$ cat config.mk
export PLATFORM = sky130hd
export DESIGN_NAME = seq_mult_flat
export DESIGN_NICKNAME = d
export VERILOG_FILES = /design/src/rtl/mult_pkg.sv /design/src/rtl/seq_mult_if.sv /design/src/rtl/seq_mult_ctrl.sv /design/src/rtl/seq_mult.sv /design/src/flat_wrapper.sv
export SDC_FILE = /design/constraint.sdc
export NUM_CORES = 1
export LEC_CHECK = 0
export BUFFER_PORTS_ARGS = -buffer_cell sky130_fd_sc_hd__buf_2
export CORE_MARGIN = 2
export CORE_UTILIZATION = 35
export DETAILED_ROUTE_END_ITERATION = 12
export HOLD_SLACK_MARGIN = 0.15
export PLACE_DENSITY = 0.58
export RECOVER_POWER = 25
export SYNTH_ARGS = -nofsm -noshare
export SYNTH_HDL_FRONTEND = slang
export SYNTH_SLANG_ARGS = --single-unit
export TNS_END_PERCENT = 100
$ cat constraint.sdc
create_clock -name clk -period 4.6 [get_ports clk]
set_input_delay 0.92 -clock clk [delete_from_list [all_inputs] [get_ports clk]]
set_output_delay 0.92 -clock clk [all_outputs]
set_load 0.01 [all_outputs]
$ cat src/rtl/mult_pkg.sv
`default_nettype none
// ---------------------------------------------------------------------------
// mult_pkg : state encoding and shared width for the shift-add multiplier
// Revision : 1.0
// ---------------------------------------------------------------------------
package mult_pkg;

  localparam int MULT_WIDTH = 8;

  typedef enum logic [2:0] {
    IDLE  = 3'd0,
    LOAD  = 3'd1,
    CHECK = 3'd2,
    ITER  = 3'd3,
    DONE  = 3'd4
  } state_t;

  // One extra bit so the iteration counter never wraps within an operation.
  function automatic int cnt_bits(input int width);
    return $clog2(width) + 1;
  endfunction

endpackage
`default_nettype wire

$ cat src/rtl/seq_mult_if.sv
`default_nettype none
// ---------------------------------------------------------------------------
// seq_mult_if : start/busy/valid request bus of the sequential multiplier
// Revision    : 1.0
// ---------------------------------------------------------------------------
interface seq_mult_if
  import mult_pkg::*;
#(
  parameter int WIDTH = MULT_WIDTH
) ();

  logic               start;
  logic [WIDTH-1:0]   a_in;
  logic [WIDTH-1:0]   b_in;
  logic               busy;
  logic               valid;
  logic [2*WIDTH-1:0] product;

  modport master (
    output start, a_in, b_in,
    input  busy, valid, product
  );

  modport slave (
    input  start, a_in, b_in,
    output busy, valid, product
  );

endinterface
`default_nettype wire

$ cat src/rtl/seq_mult_ctrl.sv
`default_nettype none
// ---------------------------------------------------------------------------
// seq_mult_ctrl : controller FSM and iteration terminal compare
// Revision      : 1.0
// ---------------------------------------------------------------------------
module seq_mult_ctrl
  import mult_pkg::*;
#(
  parameter int WIDTH = MULT_WIDTH,
  parameter int CNT_W = cnt_bits(WIDTH)
) (
  input  logic             clk,
  input  logic             rst,
  input  logic             start_i,
  input  logic             zero_i,
  input  logic [CNT_W-1:0] cnt_i,
  output logic             ld_o,
  output logic             add_en_o,
  output logic             shift_en_o,
  output logic             ld_prod_o,
  output logic             busy_o,
  output logic             valid_o
);

  state_t state_q;
  state_t state_d;
  logic   w_last;

  assign w_last = (cnt_i == CNT_W'(WIDTH - 1));

  always_ff @(posedge clk or posedge rst) begin
    if (rst) begin
      state_q <= IDLE;
    end else begin
      state_q <= state_d;
    end
  end

  always_comb begin
    state_d    = state_q;
    ld_o       = 1'b0;
    add_en_o   = 1'b0;
    shift_en_o = 1'b0;
    ld_prod_o  = 1'b0;
    busy_o     = 1'b0;
    valid_o    = 1'b0;
    case (state_q)
      IDLE: begin
        if (start_i) state_d = LOAD;
      end
      LOAD: begin
        busy_o  = 1'b1;
        ld_o    = 1'b1;
        state_d = CHECK;
      end
      CHECK: begin
        busy_o = 1'b1;
        // Fast path: ld_prod without shift_en makes the datapath load zero.
        if (zero_i) begin
          ld_prod_o = 1'b1;
          state_d   = DONE;
        end else begin
          state_d = ITER;
        end
      end
      ITER: begin
        busy_o     = 1'b1;
        add_en_o   = 1'b1;
        shift_en_o = 1'b1;
        if (w_last) begin
          ld_prod_o = 1'b1;
          state_d   = DONE;
        end
      end
      DONE: begin
        valid_o = 1'b1;
        state_d = IDLE;
      end
      default: state_d = IDLE;
    endcase
  end

endmodule
`default_nettype wire

$ cat src/rtl/seq_mult.sv
`default_nettype none
// ---------------------------------------------------------------------------
// seq_mult : unsigned shift-add multiplier, one iteration per clock
// Revision : 1.0
// ---------------------------------------------------------------------------
module seq_mult
  import mult_pkg::*;
#(
  parameter int WIDTH = MULT_WIDTH
) (
  input  logic       clk,
  input  logic       rst,
  seq_mult_if.slave  bus
);

  localparam int CNT_W = cnt_bits(WIDTH);

  logic [WIDTH-1:0]   a_q, a_d;
  logic [WIDTH:0]     hi_q, hi_d;
  logic [WIDTH-1:0]   lo_q, lo_d;
  logic [CNT_W-1:0]   cnt_q, cnt_d;
  logic [2*WIDTH-1:0] product_q, product_d;

  logic               w_ld, w_add_en, w_shift_en, w_ld_prod, w_busy, w_valid;
  logic               w_zero;
  logic [WIDTH:0]     w_addend;
  logic [WIDTH:0]     w_sum;
  logic [2*WIDTH:0]   w_shift;

  seq_mult_ctrl #(
    .WIDTH (WIDTH),
    .CNT_W (CNT_W)
  ) u_ctrl (
    .clk        (clk),
    .rst        (rst),
    .start_i    (bus.start),
    .zero_i     (w_zero),
    .cnt_i      (cnt_q),
    .ld_o       (w_ld),
    .add_en_o   (w_add_en),
    .shift_en_o (w_shift_en),
    .ld_prod_o  (w_ld_prod),
    .busy_o     (w_busy),
    .valid_o    (w_valid)
  );

  assign w_zero   = (a_q == '0) || (lo_q == '0);
  assign w_addend = (w_add_en && lo_q[0]) ? {1'b0, a_q} : '0;
  // hi keeps the carry bit, so the add cannot overflow before the shift.
  assign w_sum    = hi_q + w_addend;
  assign w_shift  = {w_sum, lo_q} >> 1;

  always_comb begin
    a_d       = a_q;
    hi_d      = hi_q;
    lo_d      = lo_q;
    cnt_d     = cnt_q;
    product_d = product_q;
    if (w_ld) begin
      a_d   = bus.a_in;
      lo_d  = bus.b_in;
      hi_d  = '0;
      cnt_d = '0;
    end else if (w_shift_en) begin
      hi_d  = w_shift[2*WIDTH:WIDTH];
      lo_d  = w_shift[WIDTH-1:0];
      cnt_d = cnt_q + CNT_W'(1);
    end
    if (w_ld_prod) begin
      product_d = w_shift_en ? w_shift[2*WIDTH-1:0] : '0;
    end
  end

  always_ff @(posedge clk or posedge rst) begin
    if (rst) begin
      a_q       <= '0;
      hi_q      <= '0;
      lo_q      <= '0;
      cnt_q     <= '0;
      product_q <= '0;
    end else begin
      a_q       <= a_d;
      hi_q      <= hi_d;
      lo_q      <= lo_d;
      cnt_q     <= cnt_d;
      product_q <= product_d;
    end
  end

  assign bus.busy    = w_busy;
  assign bus.valid   = w_valid;
  assign bus.product = product_q;

endmodule
`default_nettype wire

$ cat src/flat_wrapper.sv
// flat-port wrapper written by rule: the top's interface ports become plain ports
module seq_mult_flat import mult_pkg::*;
#(
  parameter int WIDTH = MULT_WIDTH
)
  (clk, rst, bus_start, bus_a_in, bus_b_in, bus_busy, bus_valid, bus_product);
  seq_mult_if #(.WIDTH(WIDTH)) bus_i ();
  input  logic clk;
  input  logic rst;
  input wire logic [$bits(bus_i.start)-1:0] bus_start;
  input wire logic [$bits(bus_i.a_in)-1:0] bus_a_in;
  input wire logic [$bits(bus_i.b_in)-1:0] bus_b_in;
  output wire logic [$bits(bus_i.busy)-1:0] bus_busy;
  output wire logic [$bits(bus_i.valid)-1:0] bus_valid;
  output wire logic [$bits(bus_i.product)-1:0] bus_product;
  assign bus_i.start = bus_start;
  assign bus_i.a_in = bus_a_in;
  assign bus_i.b_in = bus_b_in;
  assign bus_busy = bus_i.busy;
  assign bus_valid = bus_i.valid;
  assign bus_product = bus_i.product;
  seq_mult #(.WIDTH(WIDTH)) u_core (.clk(clk), .rst(rst), .bus(bus_i));
endmodule
After elaboration in Yosys (flattened, before gate mapping)
Index checks and enable logic that the tools add are counted.
{ "classes": {"addsub": 2, "multipliers": 0, "n_div": 0, "order_cmp": 0, "n_eq_ne": 7, "n_shift": 0, "muxes": 19, "bitwise_logic": 0, "reduce_logical": 8} }
{ "ops": {"columns": ["cell", "count"], "rows": [
  ["8-bit 2-to-1 mux", 3],
  ["9-bit 2-to-1 mux", 2],
  ["8-bit zero test", 2],
  ["16-bit 2-to-1 mux", 1],
  ["3-bit case mux with 4 select lines", 1],
  ["9-bit adder", 1],
  ["3-bit 2-to-1 mux", 3],
  ["4-bit 2-to-1 mux", 2],
  ["3-bit by 2-bit == test with 1-bit output (second input constant)", 2],
  ["1-bit 2-to-1 mux", 6],
  ["4-bit by 1-bit adder with 4-bit output (second input constant)", 1],
  ["4-bit by 3-bit == test with 1-bit output (second input constant)", 1],
  ["2-bit != test (second input constant)", 2],
  ["3-bit by 1-bit == test with 1-bit output (second input constant)", 1],
  ["3-bit == test (second input constant)", 1],
  ["3-bit zero test", 1],
  ["3-bit OR reduction", 1],
  ["1-bit case mux with 2 select lines", 1],
  ["2-bit AND reduction", 1],
  ["2-bit nonzero test", 1],
  ["1-bit logical AND", 1],
  ["1-bit logical OR", 1]
]} }
{ "word_totals": {"reg_bits": 48, "latchBits": 0, "mem_bits_rw": 0, "mem_bits_ro": 0, "inputBits": 19, "elab_cells": 42, "mem_count": 0} }

Depth between registers and ports, before layout
Gate-level depths: netlist (run 1).
{ "logic_depth": {"ltp_word": 7, "mapped_depth": 12} }

By module
A second synthesis (run 1) with hierarchy kept.
{ "hier_totals": {"hier_cells": 241, "area_unflattened_um2": 2452.4} }
{ "by_module_without_submodules": {"columns": ["mod", "n_inst", "cells_each", "area_per_inst_um2", "seq_area_each_um2"], "rows": [
  ["seq_mult", 1, 218, 2228.4, 1101.1],
  ["seq_mult_ctrl", 1, 23, 224.0, 75.1]
]} }

Least setup slack after synthesis (run 1)
OpenSTA, ideal clock, no wires.
{ "synth_path": {"kind": "reg2reg", "startpoint": "reg u_core.u_ctrl.state_q[2]", "endpoint": "reg u_core.product_q[13] (netlist: u_core.bus.product[13])", "setup_ns": 0.121, "arrival_time_ns": 2.583, "required_time_ns": 4.479, "slack_ns": 1.896, "path_stages_with_launch": 12, "n_path_buf": 2, "period_less_slack_ns": 2.704, "path_cell_list": "dfrtp_1 -> nand2b_1 -> buf_2 -> nor2_1 -> clkbuf_1 -> and3_2 -> ha_1 -> fa_1 -> a21o_1 -> a221oi_1 -> xnor2_1 -> a22o_2"} }
{ "synth_via": {"elab_chain_len": 6, "elab_cells_between_ends": 8} }
{ "synth_rtl": {"columns": ["element", "line_no", "text"], "rows": [
  ["from (decl)", "seq_mult_ctrl.sv:25", "state_t state_q;"],
  ["from (signal assigned)", "seq_mult_ctrl.sv:35", "state_q <= state_d;"],
  ["3-bit by 2-bit == test with 1-bit output", "seq_mult_ctrl.sv:47", "case (state_q)"],
  ["1-bit 2-to-1 mux", "seq_mult_ctrl.sv:47", null],
  ["1-bit logical AND", "seq_mult.sv:48", "assign w_addend = (w_add_en && lo_q[0]) ? {1'b0, a_q} : '0;"],
  ["8-bit 2-to-1 mux", "seq_mult.sv:48", null],
  ["9-bit adder", "seq_mult.sv:50", "assign w_sum = hi_q + w_addend;"],
  ["16-bit 2-to-1 mux", "seq_mult.sv:70", "product_d = w_shift_en ? w_shift[2*WIDTH-1:0] : '0;"],
  ["to (signal assigned)", "seq_mult.sv:86", "product_q <= product_d;"],
  ["to (decl)", "seq_mult.sv:22", "logic [2*WIDTH-1:0] product_q, product_d;"]
]} }
Parallel ways exist; a longest one is shown, timed or not.
A chain may end at the register's enable or synchronous reset.

Worst setup path in the final report (run 1)
{ "layout_path": {"startpoint": "reg u_core.u_ctrl.state_q[1]", "endpoint": "reg u_core.hi_q[7]"} }
{ "layout_via": {"elab_chain_len": 7, "elab_cells_between_ends": 10} }
{ "layout_rtl": {"columns": ["element", "line_no", "text"], "rows": [
  ["3-bit by 2-bit == test with 1-bit output", "seq_mult_ctrl.sv:47", null],
  ["1-bit 2-to-1 mux", "seq_mult_ctrl.sv:47", null],
  ["1-bit logical AND", "seq_mult.sv:48", null],
  ["8-bit 2-to-1 mux", "seq_mult.sv:48", null],
  ["9-bit adder", "seq_mult.sv:50", null],
  ["9-bit 2-to-1 mux", "seq_mult.sv:64", "end else if (w_shift_en) begin"],
  ["9-bit 2-to-1 mux", "seq_mult.sv:59", "if (w_ld) begin"],
  ["to (signal assigned)", "seq_mult.sv:83", "hi_q <= hi_d;"],
  ["to (decl)", "seq_mult.sv:19", "logic [WIDTH:0] hi_q, hi_d;"]
]} }
Parallel ways exist; a longest one is shown, timed or not. The select of a mux whose other input is x is not followed.

==> impl_results.md, run 1 <==
- Kind of end point of the critical path: flip-flop
- Relative slew margins: -17.75%
- Crit path max fanout: 18
- Total power: 0.001831 W
- Status: complete, but fails checks
- # diodes: 0
- Min-delay worst type: flip-flop to flip-flop
- Failing checks: max-capacitance violations, max-slew violations
- Design area: 0.002669 mm2
- GR Overflow Total: 0
- Die area: 0.007268 mm2
- Post-Route Utilization: 42.03%
- # setup viols final: 0
- Synth Cell Area: 0.002311 mm2
- Initial Utilization: 36.39%
- Final slew viol count: 48
- Nets: 263
- Synth Warn #: 0
- Hold buffer count at CTS: 0
- H-tree Lvls: 2
- Min Tclk post-route: 3.417 ns
- WL final: 4706 um
- IO Count: 37
- Worst vdd ir: 0.0003242 V
- CTS Buf Count: 5
- Num rows: 29
- Share of layout cells above drive strength 1: 30.21%
- Area grow syn2layout: 15.48%
- Post-CTS setup buffer count: 0
- Clock slew at reported path FFs: 0.09 ns
- Async set-reset flop share out of synthesis: 100.0%
- # DRC: 0
- HP Start: u_core.bus.product[5]
- Pwr/cell area: 686.1 mW/mm2
- Vias: 1594
- Startpoint Class: flip-flop
- Pin count of the biggest net entering global routing: 48
- TritonRoute pass-1 iters: 4
- Period utilization: 74.28%
- Crit path DAT: 3.58 ns
- DR iter-0 viols: 92
- CTS tree: done
- Placeable Area: 0.006350 mm2
- First-pass GRT wire length: 8273 um
- Routed len/inst: 15.08 um
- RSZ-0062 raised after global routing: no
- Required time of the critical path: 4.77 ns
- Fin Setup TNS: 0 ns
- Achievable Freq: 292.7 MHz
- Root Driver: clkbuf_8
- Sequential fraction of the synthesis area: 50.89%
- Worst Tran Pin Value: 1.764 ns
- Synthesized instance count: 200
- Syn Area/Cell: 11.55 um2
- Max-cap violations: 1
- Bufs on Longest Clock Path: 2
- Worst Setup Path Type: flip-flop to flip-flop
- Antenna viol nets, final: 0
- Post-CTS Resized: 0
- Clk Latency, worst-skew pair: 0.30 ns
- Setup Skew: 0.008829 ns
- Count of final hold-check violations: 0
- Synth Register Bits: 47
- IO Port Bufs: 36
- Post-synth EDFFs: 0
- Die W: 85.26 um
- Vias per std cell: 5.109
- Synth unique cells: 38
- Initial antenna violation count: 0
- Worst Setup SP: u_core.u_ctrl.state_q[1]
- FF-to-FF Start: u_core.u_ctrl.state_q[1]
- HPWL Detailed: 3303 um
- Global-route usage over all layers: 14.25%
- GP Congestion: 0.8054
- Most used DFF post-synth: dfrtp_1
- Die Y: 85.26 um
- Filler cell count: 620
- Placed Area: 0.002540 mm2
- Leakage: 1.371 nW
- Syn Nets: 229
- Clk sink count: 47
- Number of global-route vias before repair: 1657
critical path, cell delays in order (launching register included):
cell and delay, ns:
dfrtp_1 0.85, inv_1 0.26, nor2_1 0.59, and3_2 0.28, ha_1 0.27, a21o_1 0.21, a221oi_1 0.41, o21bai_1 0.11
a21oi_1 0.19, o21ai_0 0.11
layout by cell type (no fill, tap or decap), drive strengths merged:
master	count
nand3	4
and3	9
nor4	4
o2bb2ai	1
nor2	10
nand2	21
o21bai	1
dfrtp	47
bufinv	2
a21o	5
a311oi	2
fa	1
ha	9
a2111oi	1
o31ai	1
nand2b	1
xnor2	6
mux2i	9
buf	36
inv	5
a221oi	2
mux2	10
a21oi	6
or2	2
clkbuf	7
o21ai	13
a31oi	2
and2	1
a22o	17
final cells by class:
| cell class | instances | area [um2] | area share (%) |
|---|---|---|---|
| Sequential cell | 47 | 1176 | 44.07 |
| Multi-Input combinational cell | 138 | 1061 | 39.76 |
| Timing Repair Buffer | 37 | 183.9 | 6.892 |
| Tap cell | 77 | 96.34 | 3.610 |
| Clock buffer | 6 | 72.57 | 2.719 |
| Clock inverter | 2 | 60.06 | 2.250 |
| Inverter | 5 | 18.77 | 0.7032 |
cell families (layout without fill, tap and decap cells):
family | after synthesis | count (layout) | share of synthesized area (%)
muxes | 19 | 19 | 9.096
and+or+nand+nor | 52 | 52 | 12.08
DFF | 47 | 47 | 50.89
buffers and inverters | 15 | 50 | 3.194
AOI/OAI and AO/OA | 51 | 51 | 16.73
adders and majority gates | 10 | 10 | 5.739
xor gates and xnor gates | 6 | 6 | 2.274
through the flow:
stage,std cells,setup slack [ns],hold slack [ns]
5_1_grt,312,0.8356,0.5162
4_1_cts,312,1.142,0.5044
2_1_floorplan,200,1.896,0.4561
6_report,312,1.183,0.4967
3_3_place_gp,304,1.307,0.4763
3_5_place_dp,304,1.181,0.4766
sequential cells by signal, summed over array words and instances, names as in the netlist:
register,count
u_core.bus.product,16
u_core.cnt_q,4
u_core.u_ctrl.state_q,3
u_core.hi_q,8
u_core.lo_q,8
u_core.a_q,8
power breakdown:
group / leakage (nW) / switching [W] / total (W) / internal, W
Combinational: 0.712 / 0.000384 / 0.000733 / 0.000349
Clock: 0.0654 / 0.000139 / 0.000356 / 0.000217
Sequential: 0.593 / 0.000153 / 0.000742 / 0.000589
Total: 1.37 / 0.000676 / 0.00183 / 0.00115
final timing paths:
check	slack, ns	depth (start not counted)	end
setup reg to reg	1.18	9	u_core.hi_q[7]
hold reg to reg	0.50	1	u_core.bus.product[5]
setup / recovery	1.18	9	u_core.hi_q[7]
hold / removal	0.50	1	u_core.bus.product[5]
max in group asynchronous	2.41	2	u_core.cnt_q[0]
min in group asynchronous	1.16	2	u_core.bus.product[7]
layer usage:
| layer | vias up | part of all wire [%] | routed length (um) | track usage (%) |
|---|---|---|---|---|
| met4 | 0 | 1.6 | 73 | 4.762 |
| li1 | 798 | - | - | - |
| met3 | 6 | 3.3 | 153 | 3.016 |
| met1 | 765 | 51 | 2422 | 20.86 |
| met2 | 25 | 44 | 2056 | 20.95 |
| met5 | - | 0 | 0 | 0 |
Yosys cell counts, types with 5 or more instances:
cell type	instances	area share (%)
and3_2	8	2.6
nor2_1	7	1.1
nand2_1	21	3.4
a21oi_1	6	1.3
xnor2_1	6	2.3
inv_1	5	0.81
ha_1	9	4.9
o21ai_0	13	2.8
a22o_2	5	2.2
dfrtp_1	47	51
mux2i_1	9	3.9
mux2_2	8	3.9
a22o_1	12	4.5
a21o_1	5	1.6
No activity file was read; power rests on OpenSTA's default activity.
==> inputs of run 2 (changes only) <==
- PLACE_DENSITY: 0.58 -> 0.6
- clock period: 4.6 -> 3.1 ns (I/O delays scaled with it)
==> impl_results.md, run 2 (synthesis gave the netlist of run 1 again) <==
- Startpoint Class: flip-flop
- Leakage: 1.383 nW (+0.94%)
- Post-CTS setup buffer count: 0 (unchanged)
- Clk Latency, worst-skew pair: 0.29 ns (about the same)
- # DRC: 0 (unchanged)
- Min-delay worst type: flip-flop to flip-flop
- First-pass GRT wire length: 8217 um (-0.68%)
- Root Driver: clkbuf_8
- Die Y: 85.26 um (unchanged)
- Clk sink count: 47 (unchanged)
- CTS tree: done
- Failing checks: max-capacitance violations, max-slew violations
- Crit path buffers/inverters: 1 (unchanged)
- WL final: 4596 um (-2.3%)
- Initial Utilization: 36.39% (unchanged)
- H-tree Lvls: 2 (unchanged)
- Max reg flops: 16 (unchanged)
- Num rows: 29 (unchanged)
- Vias per std cell: 5.038 (-1.4%)
- Pwr/cell area: 998.5 mW/mm2 (+46%)
- Count of final hold-check violations: 0 (unchanged)
- Nets: 266 (+1.1%)
- CP Cell Sequence: nand2b_1 -> nor2_1 -> buf_4 -> and3_2 -> fa_1 -> a21o_1 -> a221oi_1 -> o21bai_1 -> a21oi_1 -> o21ai_0
- Post-CTS Resized: 0 (unchanged)
- Worst path slowest cell: dfrtp_1
- Period utilization: 83.77% (+9.5 points)
- # setup viols final: 0 (unchanged)
- Filler cell count: 594 (-4.2%)
- Final slew viol count: 48 (unchanged)
- Vias: 1587 (-0.44%)
- CP delay by family, top: compound AO/OA/AOI/OAI gates
- Worst Setup Path Type: flip-flop to flip-flop
- DR iter-0 viols: 69 (-25%)
- IO Count: 37 (unchanged)
- Routed len/inst: 14.59 um (-3.3%)
- Fin Setup TNS: 0 ns (unchanged)
- Number of global-route vias before repair: 1613 (-2.7%)
- Placed Area: 0.002562 mm2 (+0.89%)
- Pin count of the biggest net entering global routing: 48 (unchanged)
- Antenna viol nets, final: 0 (unchanged)
- CTS Buf Count: 5 (unchanged)
- Status: complete, but fails checks
- Clock slew at reported path FFs: 0.08 ns (about the same)
- GP Congestion: 0.7708 (-4.3%)
- CP max stage delay: 0.45 ns (-0.40 ns)
- Achievable Freq: 385.1 MHz (+32%)
- Share of layout cells above drive strength 1: 31.93% (+1.7 points)
- Worst vdd ir: 0.0003784 V (+17%)
- Worst Tran Pin Value: 1.731 ns (-0.03364 ns)
- Design area: 0.002680 mm2 (+0.42%)
- HPWL Detailed: 3286 um (-0.51%)
- Placeable Area: 0.006350 mm2 (unchanged)
- Most common library cell in the layout ignoring fill and taps: dfrtp_1
- GR Overflow Total: 0 (unchanged)
- RSZ-0062 raised after global routing: no
- Initial antenna violation count: 0 (unchanged)
- Die area: 0.007268 mm2 (unchanged)
- Crit path DAT: 2.76 ns (-0.82 ns)
- Relative slew margins: -15.51% (+2.2 points)
- # diodes: 0 (unchanged)
- Most frequent cells in the layout: dfrtp_1 (47), buf_2 (36), nand2_1 (21), o21ai_0 (13), a22o_1 (12)
- Min Tclk post-route: 2.597 ns (-0.8199 ns)
- Required time of the critical path: 3.26 ns (-1.51 ns)
- Bufs on Longest Clock Path: 2 (unchanged)
- Kind of end point of the critical path: flip-flop
- IO Port Bufs: 36 (unchanged)
- Hold buffer count at CTS: 0 (unchanged)
- Crit path max fanout: 11 (-7)
- Max-cap violations: 1 (unchanged)
- TritonRoute pass-1 iters: 4 (unchanged)
- Global-route usage over all layers: 14.07% (-0.18 points)
- Setup Skew: 0.004938 ns (-0.003891 ns)
- Area grow syn2layout: 15.97%
- Die W: 85.26 um (unchanged)
## run 2: final timing paths
| check | from | endpoint | slack (ns) | depth (start not counted) |
|---|---|---|---|---|
| min reg2reg | u_core.bus.product[3] | u_core.bus.product[3] | 0.50 | 1 |
| max reg2reg | u_core.u_ctrl.state_q[2] | u_core.hi_q[7] | 0.50 | 10 |
| min | u_core.bus.product[3] | u_core.bus.product[3] | 0.50 | 1 |
| min in group asynchronous | rst | u_core.a_q[1] | 0.86 | 2 |
| max | u_core.u_ctrl.state_q[2] | u_core.hi_q[7] | 0.50 | 10 |
| max in group asynchronous | rst | u_core.bus.product[11] | 1.24 | 2 |
## run 2: final cells by class
class | instances | area, um2 | area share (%)
clock buffer | 6 | 82.58 | 3.081
tap | 77 | 96.34 | 3.595
sequential | 47 | 1176 | 43.88
timing repair buffer | 40 | 210.2 | 7.843
inverter | 5 | 18.77 | 0.7003
multi-input combinational | 138 | 1061 | 39.59
clock inverter | 2 | 35.03 | 1.307
## run 2: metrics by stage
stage	std cells	hold WS (ns)	util (%)	total power (W)	setup WS, ns
after floorplan	200	0.4561	-	0.001925	0.3957
after global placement	307	0.4721	40.35	0.002214	0.5701
after CTS	315	0.5047	42.21	0.002703	0.4727
after global routing	315	0.5233	42.21	0.002909	0.2536
final	315	0.5011	42.21	0.002676	0.5031
after detailed placement	307	0.4764	40.35	0.002240	0.4919
## run 2: metal layers
metal	global-route usage (%)	up-vias	part of all wire (%)
met5	0	-	0
met4	4.329	0	1.4
met3	2.918	5	2.9
met2	20.31	22	43
met1	21.17	761	52
li1	-	799	-
## run 2: where the power goes
group | total [W] | internal (W) | switching, W
logic | 0.00112 | 0.000539 | 0.000586
clock network | 0.000464 | 0.000261 | 0.000203
registers | 0.00109 | 0.000874 | 0.000213
## run 2: worst reg2reg max path, stage by stage (launching register included)
cell and delay (ns):
dfrtp_1 0.45, nand2b_1 0.15, nor2_1 0.06, buf_4 0.17, and3_2 0.24, fa_1 0.43, a21o_1 0.21, a221oi_1 0.36
o21bai_1 0.10, a21oi_1 0.19, o21ai_0 0.10
==> inputs of run 3 (changes only) <==
- PLACE_DENSITY: 0.6 -> 0.58
- clock period: 3.1 -> 2.42 ns (I/O delays scaled with it)
==> impl_results.md, run 3 (synthesis gave the netlist of run 1 again) <==
- Status: complete, no violations
- Antenna viol nets, final: 0 (unchanged)
- GP Congestion: 0.8889 (+15%)
- Most frequent cells in the layout: dfrtp_1 (47), buf_2 (36), nand2_1 (21), o21ai_0 (12), a22o_1 (12)
- Placed cell count: 314 (+2.3%)
- # diodes: 0 (unchanged)
- First-pass GRT wire length: 8597 um (+4.6%)
- Area of the multi-input gates: 0.001105 mm2 (+4.1%)
- FF+latch area: 0.001176 mm2 (unchanged)
- H-tree Lvls: 2 (unchanged)
- Pin count of the biggest net entering global routing: 34 (-29%)
- Area grow syn2layout: 20.41%
- Worst vdd ir: 0.0005506 V (+46%)
- Filler cell count: 613 (+3.2%)
- Initial antenna violation count: 0 (unchanged)
- IO Count: 37 (unchanged)
- Setup Skew: 0.004487 ns (-0.0004509 ns)
- Fin Setup TNS: 0 ns (unchanged)
- GR Overflow Total: 0 (unchanged)
- Required time of the critical path: 2.61 ns (-0.65 ns)
- Clk Latency, worst-skew pair: 0.30 ns (about the same)
- Achievable Freq: 442.4 MHz (+15%)
- Min-delay worst type: primary input to flip-flop
- Min Tclk post-route: 2.261 ns (-0.3363 ns)
- IO Port Bufs: 36 (unchanged)
- Final Worst Setup Slack: 0.1594 ns (-0.3437 ns)
- Kind of end point of the critical path: flip-flop
- CP Cell Sequence: inv_2 -> nor2_4 -> and3_4 -> ha_4 -> fa_2 -> a21o_1 -> a221oi_2 -> o21bai_1 -> a21oi_2 -> o21ai_1
- RSZ-0062 raised after global routing: no
- Vias: 1629 (+2.6%)
- Leakage: 1.418 nW (+2.5%)
- Worst Setup Path Type: flip-flop to flip-flop
- Worst path slowest cell: dfrtp_1
- Vias per std cell: 5.043 (+0.10%)
- Crit path DAT: 2.45 ns (-0.31 ns)
- Setup WS pre-CTS: 0.1318 ns (-0.3601 ns)
- Count of final hold-check violations: 0 (unchanged)
- Clk sink count: 47 (unchanged)
- Worst Tran Pin Value: 0.8744 ns (-0.8563 ns)
- Number of global-route vias before repair: 1661 (+3.0%)
- Pwr/cell area: 1277 mW/mm2 (+28%)
- Share of layout cells above drive strength 1: 36.18% (+4.2 points)
- Root Driver: clkbuf_8
- Global-route usage over all layers: 15.02% (+0.95 points)
- Most common library cell in the layout ignoring fill and taps: dfrtp_1
- # setup viols final: 0 (unchanged)
- Post-CTS setup buffer count: 0 (unchanged)
- Bufs on Longest Clock Path: 2 (unchanged)
- Crit path max fanout: 7 (-4)
- CP max stage delay: 0.39 ns (-0.06 ns)
- Initial Utilization: 36.39% (unchanged)
- Max-cap violations: 0 (-1)
- # DRC: 0 (unchanged)
- Die W: 85.26 um (unchanged)
- DR iter-0 viols: 85 (+23%)
- Placeable Area: 0.006350 mm2 (unchanged)
- Period utilization: 93.41% (+9.6 points)
- Die Y: 85.26 um (unchanged)
- Nets: 274 (+3.0%)
- Startpoint Class: flip-flop
- HPWL Detailed: 3624 um (+10%)
- WHS: 0.4083 ns (-0.09279 ns)
- TritonRoute pass-1 iters: 4 (unchanged)
- Num rows: 29 (unchanged)
- CTS tree: done
- CTS Buf Count: 5 (unchanged)
- Max reg flops: 16 (unchanged)
- Non-filler instance count after layout: 323 (+2.5%)
- WL final: 4901 um (+6.6%)
- Clock slew at reported path FFs: 0.09 ns (about the same)
- Post-Route Utilization: 43.82% (+1.6 points)
- Routed len/inst: 15.17 um (+4.0%)
- Final slew viol count: 0 (-100%)
- Relative slew margins: 41.71% (+57 points)
- Die area: 0.007268 mm2 (unchanged)
## run 3: changes by cell type in the layout (fill, tap and decap cells not counted), sizes merged
cell / previous run / this run
buf: 40 / 46
clkbuf: 6 / 7
dlygate4sd3: 0 / 1
## run 3: cell type report
cell class	count	area share (%)
Clock inverter	2	1.259
Timing Repair Buffer	48	9.667
Inverter	5	0.6745
Tap cell	77	3.462
Clock buffer	6	2.968
Sequential cell	47	42.27
Multi-Input combinational cell	138	39.70
## run 3: path summary, 6_finish.rpt
check | startpoint | endpoint | slack [ns] | cells after the start
setup / recovery | u_core.u_ctrl.state_q[1] | u_core.hi_q[7] | 0.16 | 10
hold / removal | bus_a_in[2] | u_core.a_q[2] | 0.41 | 2
setup reg to reg | u_core.u_ctrl.state_q[1] | u_core.hi_q[7] | 0.16 | 10
hold reg to reg | u_core.hi_q[7] | u_core.hi_q[7] | 0.50 | 2
max in group asynchronous | rst | u_core.hi_q[4] | 0.41 | 4
min in group asynchronous | rst | u_core.bus.product[0] | 0.81 | 3
## run 3: through the flow
| step | total power, W | area, um2 |
|---|---|---|
| after global routing | 0.003850 | 2783 |
| after detailed placement | 0.002992 | 2655 |
| after CTS | 0.003604 | 2783 |
| after floorplan | 0.002550 | 2367 |
| after global placement | 0.002949 | 2655 |
| final | 0.003552 | 2783 |
## run 3: metal layers
metal | track usage [%] | share of wire (%) | up-vias
met5 | 0 | 0 | -
met2 | 21.88 | 43 | 33
met1 | 22.12 | 51 | 774
li1 | - | - | 816
met4 | 5.195 | 1.7 | 0
met3 | 3.210 | 3.8 | 6
## run 3: where the power goes
| part | total [W] | leakage, nW | switching (W) | internal (W) |
|---|---|---|---|---|
| registers | 0.00138 | 0.593 | 0.000263 | 0.00112 |
| logic | 0.00157 | 0.764 | 0.000809 | 0.000763 |
| clock network | 0.000598 | 0.0612 | 0.000264 | 0.000334 |
## run 3: timing repair
| action | CTS | global route |
|---|---|---|
| endpoints found under the setup margin | 0 | 2 |
| hold endpoints to repair | 9 | 0 |
| hold buffers | 1 | 0 |
| gates resized for setup | 0 | 1 |
## run 3: worst max-delay path: cells and delay by family (launching register included)
kind,cells,cell delay (ns)
AO/OA/AOI/OAI,5,0.88
adder cells (fa/ha/maj),2,0.52
flip-flops,1,0.39
AND/OR/NAND/NOR,2,0.24
buffers and inverters,1,0.12
